===== config.mk =====
export PLATFORM = sky130hd
export DESIGN_NAME = inverse_lifting_unit_1d
export DESIGN_NICKNAME = d
export VERILOG_FILES = /design/src/rtl/inverse_lifting_unit_1d.sv
export SDC_FILE = /design/constraint.sdc
export NUM_CORES = 1
export LEC_CHECK = 0
export ABC_AREA = 1
export CAP_MARGIN = 10
export CORE_MARGIN = 3
export CORE_UTILIZATION = 66
export CTS_CLUSTER_SIZE = 20
export DETAILED_ROUTE_END_ITERATION = 8
export PLACE_DENSITY = 0.87
export SETUP_SLACK_MARGIN = 0.2
export SLEW_MARGIN = 30
export SYNTH_ARGS = -nofsm -noshare
export SYNTH_HDL_FRONTEND = slang
export SYNTH_SLANG_ARGS = --single-unit

===== constraint.sdc =====
create_clock -name clk_i -period 19 [get_ports clk_i]
set_clock_uncertainty 0.1 [all_clocks]
set_input_delay 3.8 -clock clk_i [delete_from_list [all_inputs] [get_ports clk_i]]
set_output_delay 3.8 -clock clk_i [all_outputs]
set_load 0.05 [all_outputs]

===== src/rtl/inverse_lifting_unit_1d.sv =====
// rtl/inverse_lifting_unit_1d.sv - inverse 9/7 lifting update/predict pair on a row stream of {d, s} pairs
// Optional INV_LIFT_SATURATE_EN: both subtractions saturate instead of wrapping.
module inverse_lifting_unit_1d #(
  parameter int  DataWidth = 16,
  parameter int  Point     = 10,
  parameter real Alpha     = -1.586134342,
  parameter real Beta      = -0.052980118
) (
  input  logic                   clk_i,
  input  logic                   rst_i,
  output logic                   s_ready_o,
  input  logic                   s_valid_i,
  input  logic                   s_sof_i,
  input  logic                   s_eol_i,
  input  logic [2*DataWidth-1:0] s_data_i,
  input  logic                   m_ready_i,
  output logic                   m_valid_o,
  output logic                   m_sof_o,
  output logic                   m_eol_o,
  output logic [2*DataWidth-1:0] m_data_o
);
  localparam int CoefAInt = $rtoi(Alpha * $itor(1 << Point));
  localparam int CoefBInt = $rtoi(Beta * $itor(1 << Point));
  localparam logic signed [DataWidth:0] CoefA = (DataWidth+1)'(CoefAInt);
  localparam logic signed [DataWidth:0] CoefB = (DataWidth+1)'(CoefBInt);

  function automatic logic [DataWidth:0] add_ext(input logic [DataWidth-1:0] a,
                                                 input logic [DataWidth-1:0] b);
    return {a[DataWidth-1], a} + {b[DataWidth-1], b};
  endfunction

  // Full-width signed product, floor shift by Point, keep the low DataWidth bits.
  function automatic logic [DataWidth-1:0] mul_shift(input logic signed [DataWidth:0] k,
                                                     input logic signed [DataWidth:0] x);
    logic signed [2*DataWidth+1:0] p;
    p = (2*DataWidth+2)'(k) * (2*DataWidth+2)'(x);
    p = p >>> Point;
    return p[DataWidth-1:0];
  endfunction

  function automatic logic [DataWidth-1:0] sub_op(input logic [DataWidth-1:0] a,
                                                  input logic [DataWidth-1:0] b);
    logic [DataWidth:0] diff;
    diff = {a[DataWidth-1], a} - {b[DataWidth-1], b};
`ifdef INV_LIFT_SATURATE_EN
    if (diff[DataWidth] != diff[DataWidth-1])
      return {diff[DataWidth], {(DataWidth-1){~diff[DataWidth]}}};
`endif
    return diff[DataWidth-1:0];
  endfunction

  logic                 first_q;
  logic                 r0_valid, r0_sof, r0_eol;
  logic [DataWidth-1:0] r0_d, r0_s, d_prev;
  logic                 r1_valid, r1_sof, r1_eol;
  logic [DataWidth-1:0] r1_d, r1_even;
  logic                 h_valid, h_sof, h_eol;
  logic [DataWidth-1:0] h_d, h_even;

  logic r2_ld, h_go, h_ld, r1_go, r1_ld, r0_go, accept;
  logic [DataWidth-1:0] d_left, even_new, even_right, odd_new;

  // H only releases once its right-hand even neighbour exists (R1) or it ends the line.
  assign r2_ld     = !m_valid_o || m_ready_i;
  assign h_go      = h_valid && (h_eol || r1_valid) && r2_ld;
  assign h_ld      = !h_valid || h_go;
  assign r1_go     = r1_valid && h_ld;
  assign r1_ld     = !r1_valid || r1_go;
  assign r0_go     = r0_valid && r1_ld;
  assign s_ready_o = !r0_valid || r0_go;
  assign accept    = s_valid_i && s_ready_o;

  assign d_left     = r0_sof ? r0_d : d_prev;
  assign even_new   = sub_op(r0_s, mul_shift(CoefB, add_ext(r0_d, d_left)));
  assign even_right = h_eol ? h_even : r1_even;
  assign odd_new    = sub_op(h_d, mul_shift(CoefA, add_ext(h_even, even_right)));

  always_ff @(posedge clk_i) begin
    if (rst_i) begin
      first_q   <= 1'b1;
      r0_valid  <= 1'b0;
      r1_valid  <= 1'b0;
      h_valid   <= 1'b0;
      d_prev    <= '0;
      m_valid_o <= 1'b0;
      m_sof_o   <= 1'b0;
      m_eol_o   <= 1'b0;
      m_data_o  <= '0;
    end else begin
      if (s_ready_o) begin
        r0_valid <= s_valid_i;
        if (s_valid_i) begin
          r0_sof <= s_sof_i || first_q;
          r0_eol <= s_eol_i;
          r0_d   <= s_data_i[2*DataWidth-1:DataWidth];
          r0_s   <= s_data_i[DataWidth-1:0];
        end
      end
      if (accept) first_q <= 1'b0;

      if (r1_ld) r1_valid <= r0_valid;
      if (r0_go) begin
        r1_sof  <= r0_sof;
        r1_eol  <= r0_eol;
        r1_d    <= r0_d;
        r1_even <= even_new;
        d_prev  <= r0_d;
      end

      if (h_ld) h_valid <= r1_valid;
      if (r1_go) begin
        h_sof  <= r1_sof;
        h_eol  <= r1_eol;
        h_d    <= r1_d;
        h_even <= r1_even;
      end

      if (r2_ld) begin
        m_valid_o <= h_go;
        if (h_go) begin
          m_sof_o  <= h_sof;
          m_eol_o  <= h_eol;
          m_data_o <= {odd_new, h_even};
        end
      end
    end
  end
endmodule

==> reports/metrics.csv, run 1 <==
stage,metric,value,unit
run,# Max-Cap Violations,0,
yosys,top-area cell type share of the netlist area,23.5,%
clock_network,H-tree depth,4,
yosys,Post-synth top flop,sky130_fd_sc_hd__edfxtp_1,
clock_network,post-cts sizing count,0,
timing,Worst Tran Pin Value,0.739,ns
yosys,number of flops mapped to enable cells by yosys,102,
yosys,synthesized netlist cell count,1458,
timing,final setup violation count,0,
yosys,sequential area share after synthesis,32.0,%
floorplan,Die Footprint,21400,sq um
yosys,Synthesis Warnings,0,
clock_network,TritonCTS clock tree,built,
global_routing,GR Layer Usage met2,50.2,%
drt,sum of routed wire length over all layers,28600,microns
place,placed cell areas,14000,sq um
global_routing,pin count of the biggest net entering global routing,44,
timing,Fin Setup TNS,0,ns
clock_network,number of clock sinks seen by CTS,157,
yosys,most used standard cell by instance count after synthesis,sky130_fd_sc_hd__nand2_1,
clock_network,TritonCTS Buffers,17,
floorplan,Die Height,146,microns
clock_network,Root Buffer Master,sky130_fd_sc_hd__clkbuf_16,
drt,wire length per cell after detailed routing,15.9,microns
floorplan,starting utilization of the core area,68.4,%
worst_hold_path,worst hold-check path type,reg -> reg,
global_routing,met3 demand-to-capacity share in global routing,3.48,%
yosys,"flops & latches, synth",157,
cells_and_area,fraction of final layout cells sized beyond drive strength 1,4.92,%
cells_and_area,synthesis-to-layout area growth,12.8,%
critical_path,path type of the worst setup path,in -> out,
timing,crit share post-route,53.1,%
place,gpl congestion,0.927,
yosys,synth top area cells,"sky130_fd_sc_hd__edfxtp_1, sky130_fd_sc_hd__ha_1, sky130_fd_sc_hd__fa_1",
drt,number of detailed-routing iterations run before antenna repair,6,
global_routing,vias in the first global route,10271,
timing,max-slew violation count,0,
clock_network,maximum buffer depth of the clock tree,2,
cells_and_area,design area,14700,sq um
global_routing,global-route total usage across every layer,27.4,%
cells_and_area,Antenna Cells,0,
timing,number of failing hold endpoints at the final stage,0,
global_routing,most crowded layer after global routing,met2,
clock_network,number of buffers inserted by post-CTS setup repair,0,
drt,routed via count,10238,
clock_network,worst skew pair latency,0.43,ns
clock_network,number of hold buffers added after CTS,0,
global_routing,global-route track usage on met1,33.7,%
global_routing,gr ovfl total,0,
cells_and_area,count of nets after finishing,1841,
yosys,commonest cells in the synthesized netlist,"sky130_fd_sc_hd__nand2_1, sky130_fd_sc_hd__inv_1, sky130_fd_sc_hd__ha_1",
global_routing,initial antenna violation count,0,
clock_network,"Reg clk slew, reported paths",0.06,ns
floorplan,number of rows in the core area,50,
yosys,count of different cell masters after synthesis,50,
outcome,result of the run,completed,
cells_and_area,number of filler instances in the final layout,1294,
critical_path,capturing element type of the critical path,output port,
timing,final critical path time including I/O delays and setup,10.09,ns
drt,total DRC errors in the routed layout,0,
drt,vias per cell,5.67,
place,post-detailed-placement half-perimeter wirelength,21900,microns
yosys,cell taking the most area after synthesis,sky130_fd_sc_hd__edfxtp_1,
critical_path,worst-path maximum fanout,43,
yosys,post-synth net total,1766,
timing,worst max-slew margin expressed relative to the limit,50.6,%
yosys,average cell area after synthesis,8.92,sq um
floorplan,placeable core area,19000,sq um
yosys,netlist area before placement,13000,sq um
global_routing,first-pass GRT wire length,48200,microns
critical_path,crit path DAT,6.19,ns
drt,number of nets with antenna violations after routing,0,
yosys,Synth async-reset ratio,0,%
floorplan,top-level port count,74,
place,count of input and output buffers,73,
floorplan,width of the die,146,microns
timing,setup repair after global routing missed its margin,false,
timing,Max Fclk,99.1,MHz
drt,initial DRC count,778,
critical_path,nature of the critical path startpoint,input pin,
critical_path,worst endpoint required time,15.10,ns
## metrics by stage
step                      hold slack, ns  setup slack, ns  util, %  cells
after CTS                          0.317             8.91     77.1   1805
after global placement             0.301             8.97     73.6   1773
final                              0.315             8.91     77.2   1806
after detailed placement           0.305             8.92     73.5   1773
after global routing               0.326             8.75     77.2   1806
after floorplan                    0.300            10.33        -   1458
## routing by layer
layer	part of all wire (%)	wire (microns)	up-vias
li1	-	-	5003
met3	5.0	1440	57
met4	2.2	638	0
met2	52	14900	311
met1	41	11700	4867
met5	0	0	-
## area by class of cell
class / instances / area (sq um) / area share, %
Inverter: 251 / 950 / 6.47
Tap cell: 260 / 325 / 2.22
Clock buffer: 17 / 425 / 2.90
Multi-Input combinational cell: 1028 / 7790 / 53.1
Clock inverter: 15 / 256 / 1.75
Sequential cell: 157 / 4160 / 28.4
Timing Repair Buffer: 78 / 767 / 5.23
## critical path, cell delays in order
cell                              delay, ns
sky130_fd_sc_hd__clkdlybuf4s50_1       0.40
sky130_fd_sc_hd__nor2_1                0.13
sky130_fd_sc_hd__inv_2                 0.07
sky130_fd_sc_hd__nand2_4               0.28
sky130_fd_sc_hd__inv_4                 0.26
sky130_fd_sc_hd__nor2_4                0.17
sky130_fd_sc_hd__inv_2                 0.06
sky130_fd_sc_hd__nor2_4                0.16
sky130_fd_sc_hd__nand2_1               0.13
sky130_fd_sc_hd__clkdlybuf4s50_1       0.72
## registers in the layout, summed over array words and instances (netlist names)
signal / flops
h_valid: 1
r0_s: 16
r1_sof: 1
r0_sof: 1
r0_d: 16
r1_d: 16
r0_valid: 1
m_data_o: 32
r1_valid: 1
d_prev: 16
r0_eol: 1
first_q: 1
m_valid_o: 1
h_even: 16
r1_eol: 1
h_sof: 1
h_d: 16
m_sof_o: 1
h_eol: 1
m_eol_o: 1
r1_even: 16
## layout by cell type, fill, tap and decap left out, types with 44 or more instances in the layout
cell | synthesis | final
sky130_fd_sc_hd__a21oi_1 | 129 | 129
sky130_fd_sc_hd__clkdlybuf4s50_1 | 0 | 72
sky130_fd_sc_hd__dfxtp_1 | 55 | 55
sky130_fd_sc_hd__edfxtp_1 | 102 | 102
sky130_fd_sc_hd__fa_1 | 63 | 63
sky130_fd_sc_hd__ha_1 | 207 | 207
sky130_fd_sc_hd__inv_1 | 240 | 240
sky130_fd_sc_hd__nand2_1 | 275 | 275
sky130_fd_sc_hd__nand3_1 | 52 | 52
sky130_fd_sc_hd__nor2_1 | 45 | 44
sky130_fd_sc_hd__o21ai_0 | 56 | 56
sky130_fd_sc_hd__xor2_1 | 54 | 54
## worst paths after layout
kind / from / end / slack, ns / cells past startpoint
hold reg to reg: r1_d[1]$_DFFE_PP_ / h_d[1]$_DFFE_PP_ / 0.31 / 0
hold / removal: r1_d[1]$_DFFE_PP_ / h_d[1]$_DFFE_PP_ / 0.31 / 0
setup / recovery: m_ready_i / s_ready_o / 8.91 / 10
setup reg to reg: h_eol$_DFFE_PP_ / m_data_o[28]$_SDFFE_PP0P_ / 10.99 / 38
## logic make-up (layout without fill, tap and decap cells)
family / count (synthesis) / in the layout / share of synthesized area, %
xor gates and xnor gates: 78 / 78 / 5.25
and+or+nand+nor: 411 / 411 / 13.3
AOI/OAI and AO/OA: 269 / 269 / 11.7
DFF: 157 / 157 / 32.0
adders and majority gates: 270 / 270 / 29.6
buffers and inverters: 273 / 361 / 8.18
Power of run 1 is not shown: default switching activity piles up to over one toggle a cycle in this logic, so the estimate is an artifact.
==> inputs of run 2 (changes only) <==
--- a/config.mk
+++ b/config.mk
@@ -8,10 +8,10 @@
 export ABC_AREA = 1
 export CAP_MARGIN = 10
 export CORE_MARGIN = 3
-export CORE_UTILIZATION = 66
+export CORE_UTILIZATION = 62
 export CTS_CLUSTER_SIZE = 20
 export DETAILED_ROUTE_END_ITERATION = 8
-export PLACE_DENSITY = 0.87
+export PLACE_DENSITY = 0.82
 export SETUP_SLACK_MARGIN = 0.2
 export SLEW_MARGIN = 30
 export SYNTH_ARGS = -nofsm -noshare
==> constraint.sdc (replaced) <==
create_clock -name clk_i -period 9.43 [get_ports clk_i]
set_clock_uncertainty 0.1 [all_clocks]
set_input_delay 1.886 -clock clk_i [delete_from_list [all_inputs] [get_ports clk_i]]
set_output_delay 1.886 -clock clk_i [all_outputs]
set_load 0.05 [all_outputs]
==> reports/metrics.csv, run 2 (synthesized netlist as in run 1, its figures left out) <==
stage,metric,value,unit,change
critical_path,Crit path largest cell delay,0.70,ns,was 0.72 ns
clock_network,worst skew pair latency,0.42,ns,was 0.43 ns
cells_and_area,number of filler instances in the final layout,1545,,was 1294
floorplan,Die Footprint,22800,sq um,was 21400 sq um
timing,final setup violation count,0,,unchanged
timing,max-slew violation count,0,,unchanged
floorplan,width of the die,151,microns,was 146 microns
drt,routed via count,10009,,was 10.2k
critical_path,gate family responsible for the most delay along the worst path,adder cells,,was buffers and inverters
floorplan,top-level port count,74,,unchanged
clock_network,H-tree depth,4,,unchanged
timing,worst max-slew margin expressed relative to the limit,60.4,%,was 50.6%
global_routing,first-pass GRT wire length,46600,microns,was 48200 microns
drt,number of detailed-routing iterations run before antenna repair,5,,was 6
place,placed cell areas,14000,sq um,about the same
global_routing,initial antenna violation count,0,,unchanged
global_routing,gr ovfl total,0,,unchanged
cells_and_area,Antenna Cells,0,,unchanged
clock_network,Root Buffer Master,sky130_fd_sc_hd__clkbuf_16,,unchanged
clock_network,maximum buffer depth of the clock tree,2,,unchanged
clock_network,number of hold buffers added after CTS,0,,unchanged
clock_network,number of buffers inserted by post-CTS setup repair,0,,unchanged
cells_and_area,design area,14600,sq um,was 14700 sq um
critical_path,reg-to-reg critical path startpoint,h_eol$_DFFE_PP_,,unchanged
critical_path,worst setup path start,h_eol$_DFFE_PP_,,was m_ready_i
timing,Worst Tran Pin Value,0.593,ns,was 0.739 ns
global_routing,met3 demand-to-capacity share in global routing,3.86,%,was 3.48%
cells_and_area,most frequent cells in the layout,"sky130_fd_sc_hd__nand2_1, sky130_fd_sc_hd__inv_1, sky130_fd_sc_hd__ha_1",,unchanged
timing,Max Fclk,129,MHz,
timing,setup repair after global routing missed its margin,false,,unchanged
global_routing,vias in the first global route,10155,,was 10.3k
global_routing,most crowded layer after global routing,met2,,unchanged
critical_path,nature of the critical path startpoint,flop,,was input pin
drt,sum of routed wire length over all layers,27600,microns,was 28600 microns
cells_and_area,most frequent standard cell in the layout excluding fill and tap cells,sky130_fd_sc_hd__nand2_1,,unchanged
cells_and_area,FF/Latch Area,4160,sq um,unchanged
floorplan,Die Height,151,microns,was 146 microns
cells_and_area,flip-flop count of the largest register after layout,32,,unchanged
critical_path,number of buffer and inverter stages on the critical path,9,,was 5
clock_network,TritonCTS clock tree,built,,unchanged
global_routing,global-route track usage on met1,31.1,%,was 33.7%
run,# Max-Cap Violations,0,,unchanged
clock_network,"Reg clk slew, reported paths",0.07,ns,was 0.06 ns
place,gpl congestion,0.891,,was 0.927
timing,Fin Setup TNS,0,ns,unchanged
drt,number of nets with antenna violations after routing,0,,unchanged
drt,vias per cell,5.51,,was 5.67
global_routing,global-route total usage across every layer,25.5,%,was 27.4%
critical_path,worst endpoint required time,9.66,ns,was 15.10 ns
place,post-detailed-placement half-perimeter wirelength,22000,microns,was 21900 microns
cells_and_area,synthesis-to-layout area growth,12.1,%,was 12.8%
critical_path,crit path DAT,7.96,ns,was 6.19 ns
timing,final critical path time including I/O delays and setup,7.73,ns,
critical_path,worst-path maximum fanout,18,,was 43
clock_network,number of clock sinks seen by CTS,157,,unchanged
clock_network,post-cts sizing count,0,,unchanged
timing,number of failing hold endpoints at the final stage,0,,unchanged
cells_and_area,count of nets after finishing,1841,,unchanged
worst_hold_path,worst hold-check path type,reg -> reg,,unchanged
global_routing,pin count of the biggest net entering global routing,44,,unchanged
drt,initial DRC count,532,,was 778
critical_path,path type of the worst setup path,reg -> reg,,was in -> out
global_routing,GR Layer Usage met2,46.1,%,was 50.2%
drt,wire length per cell after detailed routing,15.2,microns,was 15.9 microns
cells_and_area,fraction of final layout cells sized beyond drive strength 1,4.92,%,unchanged
cells_and_area,register name with the most flops,m_data_o,,unchanged
cells_and_area,multi-input logic area,7790,sq um,unchanged
worst_hold_path,Worst Min Path Start,r1_d[1]$_DFFE_PP_,,unchanged
clock_network,TritonCTS Buffers,17,,unchanged
floorplan,number of rows in the core area,52,,was 50
timing,crit share post-route,82.0,%,
floorplan,starting utilization of the core area,63.7,%,was 68.4%
critical_path,capturing element type of the critical path,flop,,was output port
outcome,result of the run,completed,,unchanged
critical_path,"setup slack, reg-to-reg",1.70,ns,was 10.99 ns
critical_path,Critical Path Slowest Stage Cell,sky130_fd_sc_hd__edfxtp_1,,was sky130_fd_sc_hd__clkdlybuf4s50_1
drt,total DRC errors in the routed layout,0,,unchanged
critical_path,cell repeated most along the worst path,sky130_fd_sc_hd__nand2_1,,
floorplan,placeable core area,20400,sq um,was 19000 sq um
place,count of input and output buffers,73,,unchanged
run 2: cell type report:
cell class	count	share of cell area, %
Clock inverter	13	0.840
Clock buffer	19	3.10
Sequential cell	157	28.5
Multi-Input combinational cell	1028	53.4
Tap cell	270	2.32
Inverter	251	6.51
Timing Repair Buffer	78	5.29
run 2: worst paths after layout:
kind,depth (start not counted),to
worst max-delay path,42,m_data_o[31]$_SDFFE_PP0P_
worst min-delay path,0,h_d[1]$_DFFE_PP_
worst min register to register,0,h_d[1]$_DFFE_PP_
worst max register to register,42,m_data_o[31]$_SDFFE_PP0P_
run 2: worst register-to-register path, delay by kind of cell (launching register included):
family | cells | cell delay, ns
XOR/XNOR | 2 | 0.34
buffers and inverters | 9 | 0.67
AND/OR/NAND/NOR | 18 | 1.77
AO/OA/AOI/OAI | 4 | 0.78
adder cells (fa/ha/maj) | 9 | 3.28
flip-flops | 1 | 0.70
run 2: metrics by stage:
stage          setup WS [ns]  hold WS [ns]  util [%]  instances
6_report                1.70         0.321      71.4       1816
2_1_floorplan           2.62         0.300         -       1458
3_5_place_dp            1.78         0.306      68.5       1783
5_1_grt                 1.15         0.326      71.4       1816
3_3_place_gp            2.08         0.300      68.5       1783
4_1_cts                 1.73         0.323      71.4       1815
run 2: per-layer routing:
layer,up-vias,wire (microns)
met3,46,1100
li1,4996,-
met5,-,0
met4,0,634
met2,219,13900
met1,4748,11900
Power of run 2 is left out for the same reason.
==> inputs of run 3 (changes only) <==
--- a/config.mk
+++ b/config.mk
@@ -8,10 +8,10 @@
 export ABC_AREA = 1
 export CAP_MARGIN = 10
 export CORE_MARGIN = 3
-export CORE_UTILIZATION = 62
+export CORE_UTILIZATION = 56
 export CTS_CLUSTER_SIZE = 20
 export DETAILED_ROUTE_END_ITERATION = 8
-export PLACE_DENSITY = 0.82
+export PLACE_DENSITY = 0.79
 export SETUP_SLACK_MARGIN = 0.2
 export SLEW_MARGIN = 30
 export SYNTH_ARGS = -nofsm -noshare
==> constraint.sdc (replaced) <==
create_clock -name clk_i -period 7 [get_ports clk_i]
set_clock_uncertainty 0.1 [all_clocks]
set_input_delay 1.4 -clock clk_i [delete_from_list [all_inputs] [get_ports clk_i]]
set_output_delay 1.4 -clock clk_i [all_outputs]
set_load 0.05 [all_outputs]
==> reports/metrics.csv, run 3 (synthesized netlist as in run 1, its figures left out) <==
stage,metric,value,unit,change
floorplan,Die Footprint,25100,sq um,was 22800 sq um
clock_network,TritonCTS clock tree,built,,unchanged
floorplan,Die Height,158,microns,was 151 microns
critical_path,Critical Path Slowest Stage Cell,sky130_fd_sc_hd__fa_1,,was sky130_fd_sc_hd__edfxtp_1
critical_path,path type of the worst setup path,reg -> reg,,unchanged
clock_network,H-tree depth,4,,unchanged
clock_network,number of hold buffers added after CTS,0,,unchanged
timing,max-slew violation count,0,,unchanged
worst_hold_path,worst hold-check path type,reg -> reg,,unchanged
floorplan,number of rows in the core area,55,,was 52
place,placed cell areas,14300,sq um,was 14000 sq um
global_routing,first-pass GRT wire length,47200,microns,was 46600 microns
drt,sum of routed wire length over all layers,35300,microns,was 27600 microns
place,count of input and output buffers,73,,unchanged
cells_and_area,design area,16800,sq um,was 14600 sq um
outcome,failing checks,setup timing,,
clock_network,number of clock sinks seen by CTS,157,,unchanged
clock_network,"Reg clk slew, reported paths",0.08,ns,was 0.07 ns
timing,final setup violation count,3,,was 0
timing,post-route worst hold slack,0.320,ns,was 0.321 ns
timing,worst max-slew margin expressed relative to the limit,61.1,%,was 60.4%
timing,Worst Tran Pin Value,0.583,ns,was 0.593 ns
timing,Max Fclk,142,MHz,was 129 MHz
floorplan,width of the die,158,microns,was 151 microns
worst_hold_path,worst hold path cell count,0,,unchanged
outcome,result of the run,finished with violations,,was completed
clock_network,maximum buffer depth of the clock tree,2,,unchanged
cells_and_area,register name with the most flops,m_data_o,,unchanged
place,post-detailed-placement half-perimeter wirelength,22200,microns,was 22000 microns
global_routing,pin count of the biggest net entering global routing,44,,unchanged
floorplan,starting utilization of the core area,57.3,%,was 63.7%
drt,routed via count,11110,,was 10.0k
place,Post-Place Cells,1828,,was 1783
cells_and_area,count of nets after finishing,1933,,was 1841
global_routing,initial antenna violation count,0,,unchanged
timing,number of failing hold endpoints at the final stage,0,,unchanged
critical_path,capturing element type of the critical path,flop,,unchanged
cells_and_area,"Core Util, Final",74.0,%,was 71.4%
clock_network,Root Buffer Master,sky130_fd_sc_hd__clkbuf_16,,unchanged
drt,vias per cell,5.78,,was 5.51
timing,crit share post-route,101,%,was 82.0%
drt,initial DRC count,751,,was 532
critical_path,crit path DAT,7.30,ns,was 7.96 ns
cells_and_area,"number of standard cells in the layout, taps in and fillers out",1923,,was 1816
place,gpl congestion,0.922,,was 0.891
critical_path,cell repeated most along the worst path,sky130_fd_sc_hd__nand2_2,,was sky130_fd_sc_hd__nand2_1
critical_path,worst-path maximum fanout,4,,was 18
cells_and_area,most frequent standard cell in the layout excluding fill and tap cells,sky130_fd_sc_hd__nand2_1,,unchanged
cells_and_area,flip-flop count of the largest register after layout,32,,unchanged
floorplan,top-level port count,74,,unchanged
critical_path,cell depth of the worst flop-to-flop path,41,,was 42
critical_path,nature of the critical path startpoint,flop,,unchanged
floorplan,placeable core area,22700,sq um,was 20400 sq um
timing,final critical path time including I/O delays and setup,7.06,ns,was 7.73 ns
timing,setup repair after global routing missed its margin,true,,was false
critical_path,worst endpoint required time,7.24,ns,was 9.66 ns
cells_and_area,synthesis-to-layout area growth,29.1,%,was 12.1%
global_routing,gr ovfl total,0,,unchanged
cells_and_area,number of filler instances in the final layout,1422,,was 1545
drt,number of nets with antenna violations after routing,0,,unchanged
timing,"Worst Setup Slack, final",-0.0613,ns,was 1.70 ns
drt,wire length per cell after detailed routing,18.3,microns,was 15.2 microns
run,# Max-Cap Violations,0,,unchanged
cells_and_area,most frequent cells in the layout,"sky130_fd_sc_hd__nand2_1, sky130_fd_sc_hd__inv_1, sky130_fd_sc_hd__ha_1",,unchanged
cells_and_area,fraction of final layout cells sized beyond drive strength 1,24.1,%,was 4.92%
cells_and_area,Antenna Cells,0,,unchanged
clock_network,TritonCTS Buffers,17,,unchanged
global_routing,global-route total usage across every layer,23.5,%,was 25.5%
drt,number of detailed-routing iterations run before antenna repair,6,,was 5
global_routing,vias in the first global route,10292,,was 10.2k
clock_network,worst skew pair latency,0.44,ns,was 0.42 ns
drt,total DRC errors in the routed layout,0,,unchanged
critical_path,Crit path largest cell delay,0.61,ns,was 0.70 ns
==> run 3: changes by cell type in the layout (fill, tap and decap cells not counted), sizes merged <==
cell | before | now
buf | 5 | 96
bufinv | 0 | 1
clkinvlp | 1 | 0
inv | 258 | 259
==> run 3: path summary, 6_finish.rpt <==
check | end | slack [ns] | startpoint
setup / recovery | m_data_o[31]$_SDFFE_PP0P_ | -0.06 | h_eol$_DFFE_PP_
setup reg to reg | m_data_o[31]$_SDFFE_PP0P_ | -0.06 | h_eol$_DFFE_PP_
hold reg to reg | h_d[2]$_DFFE_PP_ | 0.32 | r1_d[2]$_DFFE_PP_
hold / removal | h_d[2]$_DFFE_PP_ | 0.32 | r1_d[2]$_DFFE_PP_
==> run 3: area by class of cell <==
| cell class | instances | area [sq um] | area share [%] |
|---|---|---|---|
| Clock inverter | 14 | 169 | 1.01 |
| Clock buffer | 18 | 450 | 2.68 |
| Inverter | 251 | 950 | 5.65 |
| Timing Repair Buffer | 170 | 1510 | 8.97 |
| Sequential cell | 157 | 4160 | 24.8 |
| Multi-Input combinational cell | 1028 | 9200 | 54.8 |
| Tap cell | 285 | 357 | 2.12 |
==> run 3: metrics by stage <==
step,setup TNS (ns),worst slack (ns)
global route,-1.35,-0.278
detailed placement,-0.768,-0.206
floorplan,0,0.219
global placement,0,0.00756
finish,-0.0844,-0.0613
CTS,0,0.203
==> run 3: worst max-delay path: cells and delay by family, from the launching register on <==
kind / cells / cell delay (ns)
buf+inv: 9 / 0.80
compound gates: 4 / 0.59
simple gates: 18 / 1.52
fa+ha+maj: 9 / 3.22
flops: 1 / 0.51
xor+xnor: 1 / 0.21
==> run 3: repair_timing <==
action	4_1_cts	5_1_grt
resized for setup	45	234
cloned	0	2
buffers inserted	19	42
endpoints found under the setup margin	15	19
pin swaps	27	152
==> run 3: layer usage <==
| metal | vias up | share of wire (%) | GRT usage, % |
|---|---|---|---|
| li1 | 5175 | - | - |
| met1 | 5304 | 38 | 28.8 |
| met2 | 475 | 52 | 42.1 |
| met3 | 156 | 5.4 | 3.97 |
| met4 | 0 | 5.3 | 7.62 |
| met5 | - | 0 | 0 |
Power of run 3 is left out for the same reason.
